**config.mk**
```make
export PLATFORM = sky130hd
export DESIGN_NAME = fifo_reader
export DESIGN_NICKNAME = d
export VERILOG_FILES = /design/src/rtl/fifo_reader.sv
export SDC_FILE = /design/constraint.sdc
export NUM_CORES = 1
export LEC_CHECK = 0
export ABC_AREA = 0
export BUFFER_PORTS_ARGS = -buffer_cell sky130_fd_sc_hd__buf_2
export CAP_MARGIN = 20
export CORE_UTILIZATION = 40
export CTS_BUF_LIST = sky130_fd_sc_hd__clkbuf_8
export DETAILED_ROUTE_END_ITERATION = 10
export GPL_TIMING_DRIVEN = 0
export MAX_ROUTING_LAYER = met4
export SLEW_MARGIN = 20
export SYNTH_ARGS = -nofsm -noshare
export SYNTH_HDL_FRONTEND = slang
export SYNTH_SLANG_ARGS = --single-unit
```
**constraint.sdc**
```tcl
create_clock -name CLK -period 2.4 [get_ports CLK]
set_clock_uncertainty 0.2 [all_clocks]
set_input_delay 0.12 -clock CLK [delete_from_list [all_inputs] [get_ports CLK]]
set_output_delay 0.12 -clock CLK [all_outputs]
set_load 0.1 [all_outputs]
```
**src/rtl/fifo_reader.sv**
```systemverilog
// fifo_reader: pops a first-word-fall-through FIFO into a two-entry output stage, tagging every BURST-th word; define FIFO_READER_CNT_EN to add rd_count.
module fifo_reader #(
  parameter int WIDTH = 16,
  parameter int BURST = 4
) (
  input  logic             CLK,
  input  logic             rst,
  input  logic             fifo_empty,
  input  logic [WIDTH-1:0] fifo_dout,
  output logic             fifo_rd_en,
  output logic             m_valid,
  output logic [WIDTH-1:0] m_data,
  output logic             m_last,
  input  logic             m_ready
`ifdef FIFO_READER_CNT_EN
  ,
  output logic [15:0]      rd_count
`endif
);
  localparam int CW = $clog2(BURST) + 1;
  typedef enum logic [1:0] {IDLE, PRIME, RUN} state_t;
  state_t state, state_nx;
  logic [CW-1:0] cnt;
  logic tag, load, sk_v, sk_l;
  logic [WIDTH-1:0] sk_d;
  assign tag  = cnt == CW'(BURST - 1);
  assign load = m_ready || !m_valid;
  // state register
  always_ff @(posedge CLK) begin
    if (rst) state <= IDLE;
    else     state <= state_nx;
  end
  // next state and pop request; pops only in RUN with data available and a free entry
  always_comb begin
    state_nx   = state;
    fifo_rd_en = 1'b0;
    state_nx   = fifo_empty ? IDLE : (state == IDLE) ? PRIME : RUN;
    fifo_rd_en = (state == RUN) && !fifo_empty && !sk_v && !rst;
  end
  // burst position of the next popped word
  always_ff @(posedge CLK) begin
    if (rst)             cnt <= '0;
    else if (fifo_rd_en) cnt <= tag ? '0 : cnt + CW'(1);
  end
  // output register refills from skid first, else from the FIFO; skid catches a pop while the output is held
  always_ff @(posedge CLK) begin
    if (rst) begin
      m_valid <= 1'b0;
      m_data  <= '0;
      m_last  <= 1'b0;
      sk_v    <= 1'b0;
      sk_d    <= '0;
      sk_l    <= 1'b0;
    end else if (load) begin
      m_valid <= sk_v || fifo_rd_en;
      m_data  <= sk_v ? sk_d : fifo_rd_en ? fifo_dout : m_data;
      m_last  <= sk_v ? sk_l : fifo_rd_en ? tag : m_last;
      sk_v    <= 1'b0;
    end else if (fifo_rd_en) begin
      sk_v <= 1'b1;
      sk_d <= fifo_dout;
      sk_l <= tag;
    end
  end
`ifdef FIFO_READER_CNT_EN
  // downstream transfer counter, wraps naturally at 16 bits
  always_ff @(posedge CLK) begin
    if (rst)                     rd_count <= '0;
    else if (m_valid && m_ready) rd_count <= rd_count + 16'd1;
  end
`endif
endmodule
```
# --- Word level (Yosys, flattened, before mapping) ---
# Index checks and enable logic that the tools add are counted.
totals:
  ff_bits: 41
  input_bits: 20
  out_inout_bits: 19
  wordCells: 33
classes:
  addsub: 1
  eq_ne: 2
  n_mux: 6
  bitwise: 1
  n_reduce_logical: 15
op_table:
  columns: ["op", "n"]
  rows:
  - ["16-bit two-way mux", 2]
  - ["1-bit zero test", 4]
  - ["2-bit AND reduction", 2]
  - ["2-bit OR reduction", 2]
  - ["3-bit by 1-bit adder with 3-bit output, second input constant", 1]
  - ["3-bit by 2-bit equality test with 1-bit output, second input constant", 1]
  - ["1-bit logical AND", 3]
  - ["3-bit two-way mux", 1]
  - ["2-bit equality test, second input constant", 1]
  - ["2-bit zero test", 1]
  - ["1-bit logical OR", 2]
  - ["1-bit two-way mux", 2]
  - ["2-bit two-way mux", 1]
  - ["2-bit nonzero test", 1]
  - ["1-bit NOT", 1]

# --- Depth between registers and ports, before layout ---
logic_depth:
  ltp_word: 6
  depth_mapped: 7
  ltp_nobuf: 4

# --- Worst setup path before layout ---
# OpenSTA, ideal clock, no wires.
synth_path:
  path_kind: "register to register"
  start: "register state[0]"
  end: "register cnt[2]"
  setup_time_ps: 185
  t_arrival_ps: 2368
  required_time_ps: 2015
  slack_ps: -352
  stages_incl_launch_ff: 5
  n_path_buf: 1
  period_less_slack_ps: 2752
  cell_sequence: "dfxtp_1 > or3_1 > clkbuf_1 > nor2_1 > a21oi_1"
synth_via:
  elab_chain_len: 4
synth_lines:
  columns: ["item", "line", "text"]
  rows:
  - ["from (decl)", "22", "state_t state, state_nx;"]
  - ["from (signal assigned)", "31", "else state <= state_nx;"]
  - ["2-bit equality test", "38", "fifo_rd_en = (state == RUN) && !fifo_empty && !sk_v && !rst;"]
  - ["1-bit logical AND (3 in series)", "38", null]
  - ["via fifo_rd_en", "10", "output logic fifo_rd_en,"]
  - ["to (signal assigned)", "43", "else if (fifo_rd_en) cnt <= tag ? '0 : cnt + CW'(1);"]
  - ["to (decl)", "23", "logic [CW-1:0] cnt;"]
# The timed path passes the listed nets, and every way through them passes these cells.
# A chain may end at the register's enable or synchronous reset.

# --- Worst setup path after layout ---
layout_path:
  start: "input port fifo_empty"
  end: "output port fifo_rd_en"
layout_via:
  elab_chain_len: 4
layout_lines:
  columns: ["item", "line", "text"]
  rows:
  - ["from (decl)", "8", "input logic fifo_empty,"]
  - ["1-bit zero test", "38", null]
  - ["1-bit logical AND (3 in series)", "38", null]
  - ["to (decl)", "10", null]
# Every way passes these cells.

==> impl_metrics.yaml <==
global_routing:
  grt.overflow.total: 0
  grt_max_degree: 13
  grt_pass1_wl_mm: 8.11
  grt_pass1_vias: 1680
  antenna_found_initial: 0
  grtUsageTotal: 0.211
setup_path:
  cp_cell_sequence: "dlygate4sd3_1 -> buf_2 -> or3_1 -> clkbuf_1 -> nor2_2 -> clkbuf_4"
  crit_cells: 6
  r2r-start: "state[1]"
  critPathKind: "input pin to output port"
  worstPathMaxFanout: 10
  crit_slowest_cell: "dlygate4sd3_1"
  crit_path_start_kind: "input pin"
  cpPeakStageDelay_ps: 520
  reg2regPathDepth: 5
  critPathBufInv: 4
  crit_start: "fifo_empty"
  critPathTopFamily: "buffers and inverters"
  worstPathRequired_ps: 2080
  end_kind: "output port"
  arrival_ps: 1970
sta:
  tightest_slew_ps: 761
  slew_headroom: 0.492
  finalSetupTns_ps: 0
  setup_ws_ps: 105
  hold_viol: 0
  final.period_utilization: 0.956
  hold-worst-slack_ps: 257
  min_period_ps: 2290
  fmax_mhz: 436
  rsz0062_at_grt: "no"
  finalSetupViolCount: 0
  slew_viol_final: 0
synthesis:
  synth_fp_nets: 229
  synth_top_family_by_area: "compound AO/OA/AOI/OAI gates"
  synth_seq_cells: 41
  synth_xor_area_frac: 0
  avgSynthCellArea_sq_um: 9.24
  syn_inst: 208
  synth_cell_type_count: 26
  synth_area_sq_mm: 0.00192
  synthSimpleGateAreaFrac: 0.115
  synthMuxAreaShare: 0.0996
  seq_area_frac_synth: 0.427
  synthAdderAreaFrac: 0.00651
  yosysWarningCount: 0
  synth_compound_area_frac: 0.264
power_and_ir_drop:
  p_sw_frac: 0.258
  powerDensity_mw_per_mm2: 515
  pwr-share-clk: 0.348
  p_seq_frac: 0.545
  p_sw_mw: 0.326
  p_total_mw: 1.26
  comb_power_share: 0.107
  ir_worst_vdd_mv: 0.328
  p_leak_nw: 0.886
  p_int_mw: 0.938
placement:
  gp_congestion: 0.753
  placed_cell_area_sq_mm: 0.00217
  place_hpwl_mm: 3.11
  pre_cts_ws_ps: 264
  port_buffers: 37
clock_tree:
  cts_buffers: 5
  clock_sinks: 41
  clock_path_buffers: 2
  cts_setup_buffers: 0
  clock_latency_ps: 300
  cts_tree: "done"
  cts_max_level: 2
  clkTransAtPathRegs_ps: 70
  root_buffer: "clkbuf_8"
floorplanning:
  core-area_sq_mm: 0.00447
  num_io_pins: 39
  dieArea_sq_mm: 0.00509
  start_util: 0.430
  fp.dieW_um: 71.3
  rows: 24
  die_height_um: 71.3
drt:
  met3_length_um: 152
  drc: 3
  drt_iter0_markers: 84
  ant_nets: 0
  wl_met2_mm: 2.05
  wire_per_inst_um: 14.2
  num_vias: 1692
  met1_length_mm: 2.31
  finalWirelength_mm: 4.59
  routed.top_layer: "met4"
  via_per_inst: 5.22
  firstDrtPassIters: 7
outcome:
  violations: "design-rule violations"
  status: "finished, violations left"
final_layout:
  fin_area_sq_mm: 0.00246
  drive_gt1_frac: 0.290
  syn_to_final_growth_pct: 27.8
  most-common-layout-cells: "dfxtp_1 (41), buf_2 (36), a21oi_1 (23)"
  insertedDiodeCount: 0
  fin_nets: 292
  final_common_cell: "dfxtp_1"
min_path:
  hold_depth: 2
  hold_path.class: "flop to flop"
  hp-start: "m_data[4]"
job:
  max-cap-violations: 0
## layer usage
metal  vias to the layer above  global-route usage
li1                        874                   -
met1                       781               0.274
met2                        29               0.329
met3                         8              0.0380
met4                         0              0.0800
met5                         -                   -
## path summary, 6_finish.rpt
| check | end | slack (ps) |
|---|---|---|
| worst max-delay path | fifo_rd_en | 110 |
| worst min-delay path | m_data[4] | 260 |
| worst max register to register | m_data[14] | 280 |
| worst min register to register | m_data[4] | 260 |
## cell type report
| class | instances | area [sq um] |
|---|---|---|
| fillers | 425 | 2020 |
| plain buffers | 20 | 106 |
| repair buffers | 56 | 378 |
| multi-input cells | 130 | 940 |
| flip-flops and latches | 41 | 821 |
| clock buffers | 5 | 68.8 |
| inverters | 17 | 63.8 |
| clock inverters | 3 | 13.8 |
| well taps | 52 | 65.1 |
## flip-flops by register name (all words and copies together) (netlist names)
signal / count
m_data: 16
sk_d: 16
cnt: 3
state: 2
m_last: 1
m_valid: 1
sk_l: 1
sk_v: 1
## worst register-to-register path, stage by stage, from the launching register on
cell and delay (ps):
dfxtp_1 440, or4b_4 490, buf_6 150, clkbuf_1 240, a211oi_1 380, a211oi_2 70
## power groups by stage
stage | logic (mW) | registers (mW) | clock network (mW)
after CTS | 0.136 | 0.689 | 0.449
after detailed placement | 0.111 | 0.705 | 0
after global routing | 0.147 | 0.690 | 0.480
after global placement | 0.112 | 0.705 | 0
after floorplan | 0.0485 | 0.731 | 0
final | 0.136 | 0.689 | 0.440
## Yosys cell counts
| cell | count | area share |
|---|---|---|
| inv_1 | 17 | 0.033 |
| nand2b_1 | 3 | 0.0098 |
| dfxtp_1 | 41 | 0.43 |
| clkbuf_1 | 14 | 0.027 |
| or4b_1 | 1 | 0.0052 |
| nand4bb_1 | 1 | 0.0059 |
| nor3_1 | 3 | 0.0078 |
| nand2_1 | 1 | 0.0020 |
| or3b_2 | 1 | 0.0046 |
| a211oi_1 | 22 | 0.086 |
| ha_1 | 1 | 0.0065 |
| a21o_1 | 1 | 0.0039 |
| mux2_2 | 16 | 0.094 |
| a211oi_2 | 10 | 0.065 |
| nand3_1 | 17 | 0.044 |
| or4_1 | 1 | 0.0039 |
| buf_6 | 4 | 0.023 |
| buf_1 | 2 | 0.0039 |
| o21ai_0 | 19 | 0.049 |
| a21oi_1 | 23 | 0.060 |
| or3_1 | 1 | 0.0033 |
| nor2b_1 | 3 | 0.0098 |
| nor2_1 | 3 | 0.0059 |
| mux2_1 | 1 | 0.0059 |
| or4b_4 | 1 | 0.0072 |
| nor4bb_1 | 1 | 0.0052 |
## stage by stage
stage,instances,utilization
4_1_cts,324,0.547
5_1_grt,324,0.549
3_5_place_dp,297,0.486
3_3_place_gp,297,0.486
6_report,324,0.549
2_1_floorplan,208,-
## cell families (layout without fill, tap and decap cells)
kind of cell,after synthesis,in the layout
compound gates,75,75
flops,41,41
simple gates,37,37
buf+inv,37,101
mux,17,17
fa+ha+maj,1,1
## what timing repair did
action | 4_1_cts | 5_1_grt
hold buffers | 19 | 0
hold endpoints to repair | 21 | 0
gates resized for setup | 0 | 3
endpoints found under the setup margin | 0 | 11
Note: power is estimated with default switching activity, not from simulation.
